## config.mk

```make
export PLATFORM = sky130hd
export DESIGN_NAME = if_fetch_unit
export DESIGN_NICKNAME = d
export VERILOG_FILES = /design/src/rtl/if_pkg.sv /design/src/rtl/if_perf_counters.sv /design/src/rtl/if_fetch_unit.sv
export SDC_FILE = /design/constraint.sdc
export NUM_CORES = 1
export LEC_CHECK = 0
export CAP_MARGIN = 30
export CORE_MARGIN = 4
export CORE_UTILIZATION = 50
export CTS_CLUSTER_DIAMETER = 30
export DETAILED_ROUTE_END_ITERATION = 10
export GPL_ROUTABILITY_DRIVEN = 0
export PLACE_DENSITY = 0.86
export SLEW_MARGIN = 25
export SYNTH_ARGS = -nofsm -noshare
export SYNTH_HDL_FRONTEND = slang
export SYNTH_SLANG_ARGS = --single-unit
```

## constraint.sdc

```tcl
create_clock -name clk -period 3.5 [get_ports clk]
set_input_delay 1.05 -clock clk [delete_from_list [all_inputs] [get_ports clk]]
set_output_delay 1.05 -clock clk [all_outputs]
set_load 0.01 [all_outputs]
```

## src/rtl/if_pkg.sv

```systemverilog
// rtl/if_pkg.sv - shared types and constants for the instruction fetch stage
package if_pkg;

  typedef enum logic [1:0] {
    S_IDLE,
    S_REQ,
    S_WAIT,
    S_HOLD
  } fetch_state_e;

  localparam logic [31:0] NOP_INSTR     = 32'h0000_0013;
  localparam logic [31:0] PC_STEP       = 32'd4;
  localparam logic [31:0] PC_ALIGN_MASK = 32'hFFFF_FFFC;

endpackage

```

## src/rtl/if_perf_counters.sv

```systemverilog
// rtl/if_perf_counters.sv - fetched/killed response event counters, wrapping at 2^32
module if_perf_counters (
  input  logic        clk,
  input  logic        clear,
  input  logic        inc_fetched,
  input  logic        inc_killed,
  output logic [31:0] perf_fetched,
  output logic [31:0] perf_killed
);

  logic [31:0] fetched_q, fetched_d;
  logic [31:0] killed_q, killed_d;

  always_comb begin
    fetched_d = fetched_q + {31'd0, inc_fetched};
    killed_d  = killed_q + {31'd0, inc_killed};
  end

  always_ff @(posedge clk or negedge clear) begin
    if (!clear) begin
      fetched_q <= 32'd0;
      killed_q  <= 32'd0;
    end else begin
      fetched_q <= fetched_d;
      killed_q  <= killed_d;
    end
  end

  assign perf_fetched = fetched_q;
  assign perf_killed  = killed_q;

endmodule

```

## src/rtl/if_fetch_unit.sv

```systemverilog
// rtl/if_fetch_unit.sv - instruction fetch stage: PC, single-outstanding imem requests, IF/ID output
// Optional IF_PERF_CNT_EN adds perf_fetched/perf_killed counter outputs.
module if_fetch_unit
  import if_pkg::fetch_state_e;
  import if_pkg::S_IDLE;
  import if_pkg::S_REQ;
  import if_pkg::S_WAIT;
  import if_pkg::S_HOLD;
  import if_pkg::PC_STEP;
  import if_pkg::PC_ALIGN_MASK;
#(
  parameter logic [31:0] RESET_PC  = 32'h0000_0000,
  parameter logic [31:0] NOP_INSTR = if_pkg::NOP_INSTR
) (
  input  logic        clk,
  input  logic        clear,
  input  logic        stall,
  input  logic        redirect_valid,
  input  logic [31:0] redirect_pc,
  output logic        imem_req_valid,
  input  logic        imem_req_ready,
  output logic [31:0] imem_req_addr,
  input  logic        imem_rsp_valid,
  input  logic [31:0] imem_rsp_data,
  output logic [31:0] instr_if,
  output logic [31:0] pc_if,
  output logic [31:0] pc_plus4_if,
  output logic        if_valid
`ifdef IF_PERF_CNT_EN
  ,
  output logic [31:0] perf_fetched,
  output logic [31:0] perf_killed
`endif
);

  fetch_state_e state_q, state_d;
  logic [31:0]  fetch_pc_q, fetch_pc_d;
  logic [31:0]  req_pc_q, req_pc_d;
  logic [31:0]  out_instr_q, out_instr_d;
  logic [31:0]  out_pc_q, out_pc_d;
  logic         out_valid_q, out_valid_d;
  logic         kill_q, kill_d;

  always_ff @(posedge clk or negedge clear) begin
    if (!clear) begin
      state_q     <= S_IDLE;
      fetch_pc_q  <= RESET_PC;
      req_pc_q    <= RESET_PC;
      out_instr_q <= NOP_INSTR;
      out_pc_q    <= RESET_PC;
      out_valid_q <= 1'b0;
      kill_q      <= 1'b0;
    end else begin
      state_q     <= state_d;
      fetch_pc_q  <= fetch_pc_d;
      req_pc_q    <= req_pc_d;
      out_instr_q <= out_instr_d;
      out_pc_q    <= out_pc_d;
      out_valid_q <= out_valid_d;
      kill_q      <= kill_d;
    end
  end

  always_comb begin
    state_d     = state_q;
    fetch_pc_d  = fetch_pc_q;
    req_pc_d    = req_pc_q;
    out_instr_d = out_instr_q;
    out_pc_d    = out_pc_q;
    out_valid_d = out_valid_q;
    kill_d      = kill_q;

    case (state_q)
      S_IDLE: state_d = S_REQ;
      S_REQ: begin
        if (imem_req_ready) begin
          req_pc_d   = fetch_pc_q;
          fetch_pc_d = fetch_pc_q + PC_STEP;
          state_d    = S_WAIT;
        end
      end
      S_WAIT: begin
        if (imem_rsp_valid) begin
          if (kill_q) begin
            kill_d  = 1'b0;
            state_d = S_REQ;
          end else begin
            out_instr_d = imem_rsp_data;
            out_pc_d    = req_pc_q;
            out_valid_d = 1'b1;
            state_d     = S_HOLD;
          end
        end
      end
      S_HOLD: begin
        if (!stall) begin
          out_valid_d = 1'b0;
          state_d     = S_REQ;
        end
      end
      default: state_d = S_IDLE;
    endcase

    // Redirect overrides everything above; an in-flight request becomes wrong-path.
    if (redirect_valid) begin
      fetch_pc_d  = redirect_pc & PC_ALIGN_MASK;
      out_valid_d = 1'b0;
      case (state_q)
        S_REQ: begin
          if (imem_req_ready) kill_d = 1'b1;
        end
        S_WAIT: begin
          if (imem_rsp_valid) begin
            state_d     = S_REQ;
            kill_d      = 1'b0;
            out_instr_d = out_instr_q;
            out_pc_d    = out_pc_q;
          end else begin
            kill_d = 1'b1;
          end
        end
        S_HOLD: state_d = S_REQ;
        default: ;
      endcase
    end
  end

  assign imem_req_valid = (state_q == S_REQ);
  assign imem_req_addr  = fetch_pc_q;
  assign instr_if       = out_valid_q ? out_instr_q : NOP_INSTR;
  assign pc_if          = out_pc_q;
  assign pc_plus4_if    = out_pc_q + PC_STEP;
  assign if_valid       = out_valid_q;

`ifdef IF_PERF_CNT_EN
  logic rsp_in_wait;
  logic fetched_evt;
  logic killed_evt;

  assign rsp_in_wait = (state_q == S_WAIT) && imem_rsp_valid;
  assign fetched_evt = rsp_in_wait && !kill_q && !redirect_valid;
  assign killed_evt  = rsp_in_wait && (kill_q || redirect_valid);

  if_perf_counters u_perf (
    .clk          (clk),
    .clear        (clear),
    .inc_fetched  (fetched_evt),
    .inc_killed   (killed_evt),
    .perf_fetched (perf_fetched),
    .perf_killed  (perf_killed)
  );
`endif

endmodule

```

==> results.txt, run 1 <==
----------------------------------------------------
[CTS]
  Clock slew at reported path FFs ... 0.05 ns
  Max Root-Sink Buffers ... 2
  Cts bufs inserted ... 17
  Clock insertion delay at the later pin of the skew report ... 0.42 ns
  Number of H-tree levels ... 4
  Clock root cell ... clkbuf_16
  CTS tree ... done
  Hold buffers post-CTS ... 0
  CTS Sinks ... about 130

[Timing]
  Pin slew with the least headroom to its limit ... 0.8960 ns
  Shortest clock period the worst path allows after layout ... about 3.4 ns
  Post-Route Hold Slack ... 0.4676 ns
  RSZ-0062 raised after global routing ... no
  Worst-case headroom to the max-slew limit ... roughly 40%
  Final clock period utilization by the worst path ... a little over nine tenths
  Total negative slack ... 0 ns
  Max Slew Vio Count ... 0
  F_max ... between 200 and 300 MHz
  Fin Clk Skew ... 0.006446 ns
  Final count of negative-setup-slack endpoints ... 0
  Final-report hold violation count ... 0

[Outcome]
  Outcome ... finished, final reports clean

[Min path]
  WHS Path Cells ... 2
  Worst hold-check path type ... flop to flop
  Endpoint, Worst Hold ... req_pc_q[21]
  Startpoint of the most critical hold path ... req_pc_q[21]

[Floorplanning]
  Core region area ... between 0.01 and 0.015 mm2
  Die area ... ~0.014 mm2
  I/O Pins ... 200
  Starting density of the core ... 51.52%
  Chip height ... between 100 and 150 um
  Row count ... 40
  Die X ... 119.7 um

[Worst setup path]
  Count of buffering cells on the critical path with inverters included ... 1
  Arrival time of data at the critical path endpoint ... 2.38 ns
  Required time worst endpoint ... between 2 and 2.5 ns
  Cell-by-cell trace of the critical path ... ha_2, nand2_1, or2_2, nor2_1, xor2_1, clkdlybuf4s50_1
  Category of the worst setup path capture point ... primary output
  Worst r2r path cells ... 8
  Largest stage delay on the critical path ... roughly 0.57 ns
  Worst setup path category ... flop to primary output
  Worst R2R Start ... state_q[1]
  Worst reg2reg setup slack ... 1.15 ns
  Crit path max fanout ... 7
  Worst path slowest cell ... clkdlybuf4s50_1
  End of the worst register-to-register path ... imem_req_addr[24]
  Crit-path leading delay family ... simple AND/OR/NAND/NOR gates
  Critical path startpoint category ... flop

[Logic synthesis]
  Most instantiated flip-flop cell in the synthesis netlist ... dfrtp_1
  Mapped Area ... about 0.0062 mm2
  Avg Inst Size Synth ... approximately 10 um2
  Proportion of register bits with asynchronous set or reset after synthesis ... between 90% and 100%
  Register area share after synthesis ... between 50% and 60%
  Syn. warnings ... 0
  Cell with the most instances after synthesis ... nand2_1
  Post-synthesis instance total ... 604
  Post-synth top area share ... around half
  Most numerous cell types in the synthesized netlist ... nand2_1 (137), dfrtp_1 (123), mux2_2 (64)
  Cell accounting for the most synthesized area ... dfrtp_1
  Number of synthesized flops with an enable pin ... 0
  Top post-synthesis cells by area ... dfrtp_1 (49%), mux2_2 (12%), nand2_1 (8.2%)
  Number of distinct standard cells referenced by the synthesized netlist ... 44
  Register bit total from synthesis ... between 100 and 150

[Routing]
  Number of DRC markers in iteration 0 ... 321
  Drt via density ... between 5 and 6
  Average detailed-routed wire length per instance ... around 18 um
  DRT Wirelength ... roughly 17,000 um
  Number of nets with antenna violations after routing ... 0
  DRC violations left ... 0
  Pre-Repair DR Iteration Count ... 4
  Vias ... around 5.2k

[Power]
  Static leakage power ... about 4 nW
  IR drop worst, VDD ... around 0.00039 V
  Power density of the placed cells ... around 730 mW/mm2

[Global route]
  Grt ovf ... 0
  Global-route wire length before repair ... roughly 28,000 um
  Via count of the first global-routing pass ... around 5.5k
  Total Routing Usage GR ... 25.22%
  Antenna violations before repair ... 1
  Maximum number of pins on one net before global-route repair ... 65

[Final layout]
  Utilization after layout ... 74.36%
  Syn-to-layout area delta ... 44.34%
  Nets ... 887
  Fraction of final layout cells with drive strength greater than 1 ... between 10% and 20%
  Cell area after layout ... around 0.0090 mm2

[Placed design]
  Placed wire-length estimate after detailed placement ... about 13,000 um
  Post-detailed-placement cell area ... 0.008339 mm2
  Number of buffer cells added on primary ports ... roughly 190

[Run]
  Number of max-cap violations ... 0

----------------------------------------------------
## area by class of cell
cell class	instances	area [um2]
clock buffer	20	456.7
antenna	1	2.502
multi-input combinational	445	2937
inverter	8	30.03
timing repair buffer	211	2069
sequential	126	3161
clock inverter	11	140.1
fill	821	3105
tap	168	210.2
## registers in the layout, summed over array words and instances (netlist names)
register,count
kill_q,1
imem_req_addr,30
req_pc_q,30
pc_if,30
if_valid,1
state_q,2
out_instr_q,32
## how the worst max path moves through the flow
stage                     startpoint         endpoint  slack [ns]  cells after the start
after detailed placement    pc_if[9]  pc_plus4_if[31]        0.14                      7
final                       pc_if[2]  pc_plus4_if[10]        0.07                      6
after global routing        pc_if[2]  pc_plus4_if[10]        0.01                      6
after CTS                   pc_if[9]  pc_plus4_if[25]        0.03                      6
after floorplan             pc_if[4]  pc_plus4_if[19]        0.81                      5
after global placement      pc_if[5]  pc_plus4_if[19]        0.15                      7
## layer usage
metal  track usage, %  up-vias  wire [um]
li1                 -     2428          -
met1            28.31     2577       6553
met2            44.84      189       9222
met3            5.749       50        918
met4            12.81        0        702
met5                0        -          0
## report_power, final
part	switching (mW)	internal (mW)
sequential	0.502	2.04
clock	0.616	1.15
combinational	0.993	1.29
total	2.11	4.48
## kinds of logic (layout without fill, tap and decap cells)
family	Yosys count	after routing	synth area share (%)
buf+inv	38	250	3.309
mux	65	65	11.71
fa+ha+maj	8	8	1.604
xor+xnor	56	56	7.860
other cells	1	7	0.06010
flops	126	126	50.59
simple gates	262	262	20.83
compound gates	48	48	4.030
## cells in the final DEF, fill, tap and decap left out, drive strengths merged, types with 2 or more instances in the layout
cell type / instances
nand3: 24
nand2: 137
inv: 9
nand4: 15
or2: 4
dlymetal6s2s: 3
and2: 34
and3: 6
nand2b: 5
mux2: 64
dfstp: 3
conb: 6
clkdlybuf4s50: 171
dlygate4sd2: 14
nor4: 8
a21oi: 9
o21ai: 35
nor3: 4
clkinv: 6
clkbuf: 20
and4: 3
bufinv: 3
xnor2: 33
xor2: 23
buf: 22
dfrtp: 123
a211oi: 2
ha: 8
nor2: 19
## metrics by stage
step	cells	power, mW	setup slack (ns)
after global placement	952	4.696	0.1512
final	990	6.595	0.07054
after global routing	990	6.962	0.01325
after detailed placement	952	4.846	0.1375
after CTS	989	6.633	0.03173
after floorplan	609	3.570	0.8053
## worst min-delay path: stages (launching register included)
cell	delay [ns]
dfrtp_1	0.33
nand2_1	0.05
nand2_1	0.05
## repair_timing
item / in CTS / in global routing
gates resized for setup: 23 / 7
endpoints found under the setup margin: 17 / 10
pin swaps: 2 / 1
buffers inserted: 6 / 0
No activity file was read; power rests on OpenSTA's default activity.
==> run 2, diff against run 1 <==
--- a/config.mk
+++ b/config.mk
@@ -5,6 +5,7 @@
 export SDC_FILE = /design/constraint.sdc
 export NUM_CORES = 1
 export LEC_CHECK = 0
+export ABC_CLOCK_PERIOD_IN_PS = 3500
 export CAP_MARGIN = 30
 export CORE_MARGIN = 4
 export CORE_UTILIZATION = 50
@@ -12,6 +13,7 @@
 export DETAILED_ROUTE_END_ITERATION = 10
 export GPL_ROUTABILITY_DRIVEN = 0
 export PLACE_DENSITY = 0.86
+export REMOVE_ABC_BUFFERS = 1
 export SLEW_MARGIN = 25
 export SYNTH_ARGS = -nofsm -noshare
 export SYNTH_HDL_FRONTEND = slang
==> results.txt, run 2 (synthesis gave the netlist of run 1 again) <==
----------------------------------------------------
[CTS]
  Hold buffers post-CTS ... 0
  CTS Sinks ... roughly 130
  Clock slew at reported path FFs ... approximately 0.050 ns
  Number of H-tree levels ... 4
  Clock insertion delay at the later pin of the skew report ... roughly 0.4 ns
  Cts bufs inserted ... 17
  Max Root-Sink Buffers ... 2
  Clock root cell ... clkbuf_16
  CTS tree ... done

[Timing]
  Total negative slack ... 0 ns
  Worst-case headroom to the max-slew limit ... 44.74%
  F_max ... roughly 300 MHz
  Fin Clk Skew ... 0.01120 ns
  Shortest clock period the worst path allows after layout ... between 3 and 4 ns
  Pin slew with the least headroom to its limit ... 0.8288 ns
  Max Slew Vio Count ... 0
  Final count of negative-setup-slack endpoints ... 0
  Final-report hold violation count ... 0
  Final clock period utilization by the worst path ... 96.93%

[Floorplanning]
  Row count ... 40
  Die area ... roughly 0.014 mm2
  Chip height ... roughly 120 um
  Core region area ... around 0.012 mm2
  I/O Pins ... 200
  Starting density of the core ... around half
  Die X ... approximately 120 um

[Placed design]
  Placed wire-length estimate after detailed placement ... about 12,000 um
  Number of buffer cells added on primary ports ... ~190
  Dpl cells ... 950

[Worst setup path]
  Critical path startpoint category ... flop
  Required time worst endpoint ... 2.45 ns
  Cell-by-cell trace of the critical path ... nand3_4, nor4_4, buf_4, and2_4, nand3_1, xnor2_1, clkdlybuf4s50_1
  Crit path max fanout ... 5
  Worst path slowest cell ... clkdlybuf4s50_1
  Worst reg2reg setup slack ... roughly 1.1 ns
  Worst setup path category ... flop to primary output
  Arrival time of data at the critical path endpoint ... 2.34 ns
  Category of the worst setup path capture point ... primary output
  Largest stage delay on the critical path ... 0.56 ns

[Routing]
  Pre-Repair DR Iteration Count ... 5
  Number of DRC markers in iteration 0 ... 330
  Drt via density ... approximately 5.2
  Number of nets with antenna violations after routing ... 0
  DRT Wirelength ... around 16,000 um
  Vias ... just over 5k
  DRC violations left ... 0
  Average detailed-routed wire length per instance ... 16.47 um

[Run]
  Number of max-cap violations ... 0

[Final layout]
  Utilization after layout ... between 70% and 80%
  Nets ... 883
  Most used cells in the layout excluding fill and tap cells ... clkdlybuf4s50_1 (176), nand2_1 (137), dfrtp_1 (113)
  Storage element area ... 0.003169 mm2
  Syn-to-layout area delta ... 44.76%
  Layout filler cell count ... about 850
  Fin cells ... roughly 990
  Flip-flop count of the largest register after layout ... 32
  Register containing the most flip-flops in the final layout ... out_instr_q
  Multi-input combinational cell area ... about 0.0029 mm2
  Total inserted antenna cells ... 0
  Leading cell type in the layout, fill and taps excluded ... clkdlybuf4s50_1
  Fraction of final layout cells with drive strength greater than 1 ... approximately 18%

[Global route]
  Antenna violations before repair ... 0
  Via count of the first global-routing pass ... about 5.2k
  Global-route wire length before repair ... roughly 27,000 um
  Grt ovf ... 0
  Maximum number of pins on one net before global-route repair ... 95
  Total Routing Usage GR ... about 23%

[Power]
  Power density of the placed cells ... between 700 and 800 mW/mm2
  IR drop worst, VDD ... 0.0003342 V
  Static leakage power ... ~4 nW

[Outcome]
  Outcome ... finished, final reports clean

[Min path]
  Worst hold-check path type ... flop to flop

----------------------------------------------------
-- run 2: layout make-up --
class                      count  share of cell area [%]
timing repair buffer         207                   22.55
inverter                       8                  0.3325
clock inverter                10                   1.759
sequential                   126                   35.09
tap                          168                   2.327
multi-input combinational    445                   32.58
clock buffer                  22                   5.361
-- run 2: final timing paths --
kind,from,endpoint,cells after the start
min reg2reg,req_pc_q[12],req_pc_q[12],2
max in group asynchronous,clear,pc_if[2],2
max,pc_if[5],pc_plus4_if[29],7
min in group asynchronous,clear,out_instr_q[31],1
max reg2reg,state_q[1],imem_req_addr[31],7
min,req_pc_q[12],req_pc_q[12],2
-- run 2: through the flow --
step | hold slack, ns | setup slack [ns] | total power [mW] | area, um2
3_3_place_gp | 0.4562 | 0.2299 | 4.752 | 8317
4_1_cts | 0.4834 | 0.005536 | 6.767 | 8977
3_5_place_dp | 0.4641 | 0.2042 | 4.872 | 8317
2_1_floorplan | 0.4421 | -0.001194 | 3.540 | 6082
5_1_grt | 0.5038 | -0.006341 | 7.114 | 9032
6_report | 0.4806 | 0.1073 | 6.751 | 9032
-- run 2: metal layers --
layer  global-route usage (%)  share of wire (%)  vias up
met5                        0                  0        -
met4                    8.948                2.3        0
met3                    4.618                5.1       30
met2                    39.55                 50      189
met1                    29.07                 42     2479
li1                         -                  -     2424
-- run 2: what timing repair did --
action	in CTS	in global routing
pin swaps	1	3
resized for setup	18	13
setup buffers	2	2
endpoints found under the setup margin	15	9
gates cloned	0	0
endpoints found under the hold margin	0	0
-- run 2: power by group --
part / switching (mW) / internal (mW) / total, mW / leakage, nW
Combinational: 1.01 / 1.30 / 2.31 / 2.12
Clock: 0.616 / 1.27 / 1.88 / 0.312
Sequential: 0.516 / 2.05 / 2.56 / 1.58
Total: 2.14 / 4.61 / 6.75 / 4.01
-- run 2: worst max-delay path: cells and delay by family, from the launching register on --
family	cells	cell delay, ns
xor+xnor	1	0.15
simple gates	4	0.66
buf+inv	2	0.73
flops	1	0.40
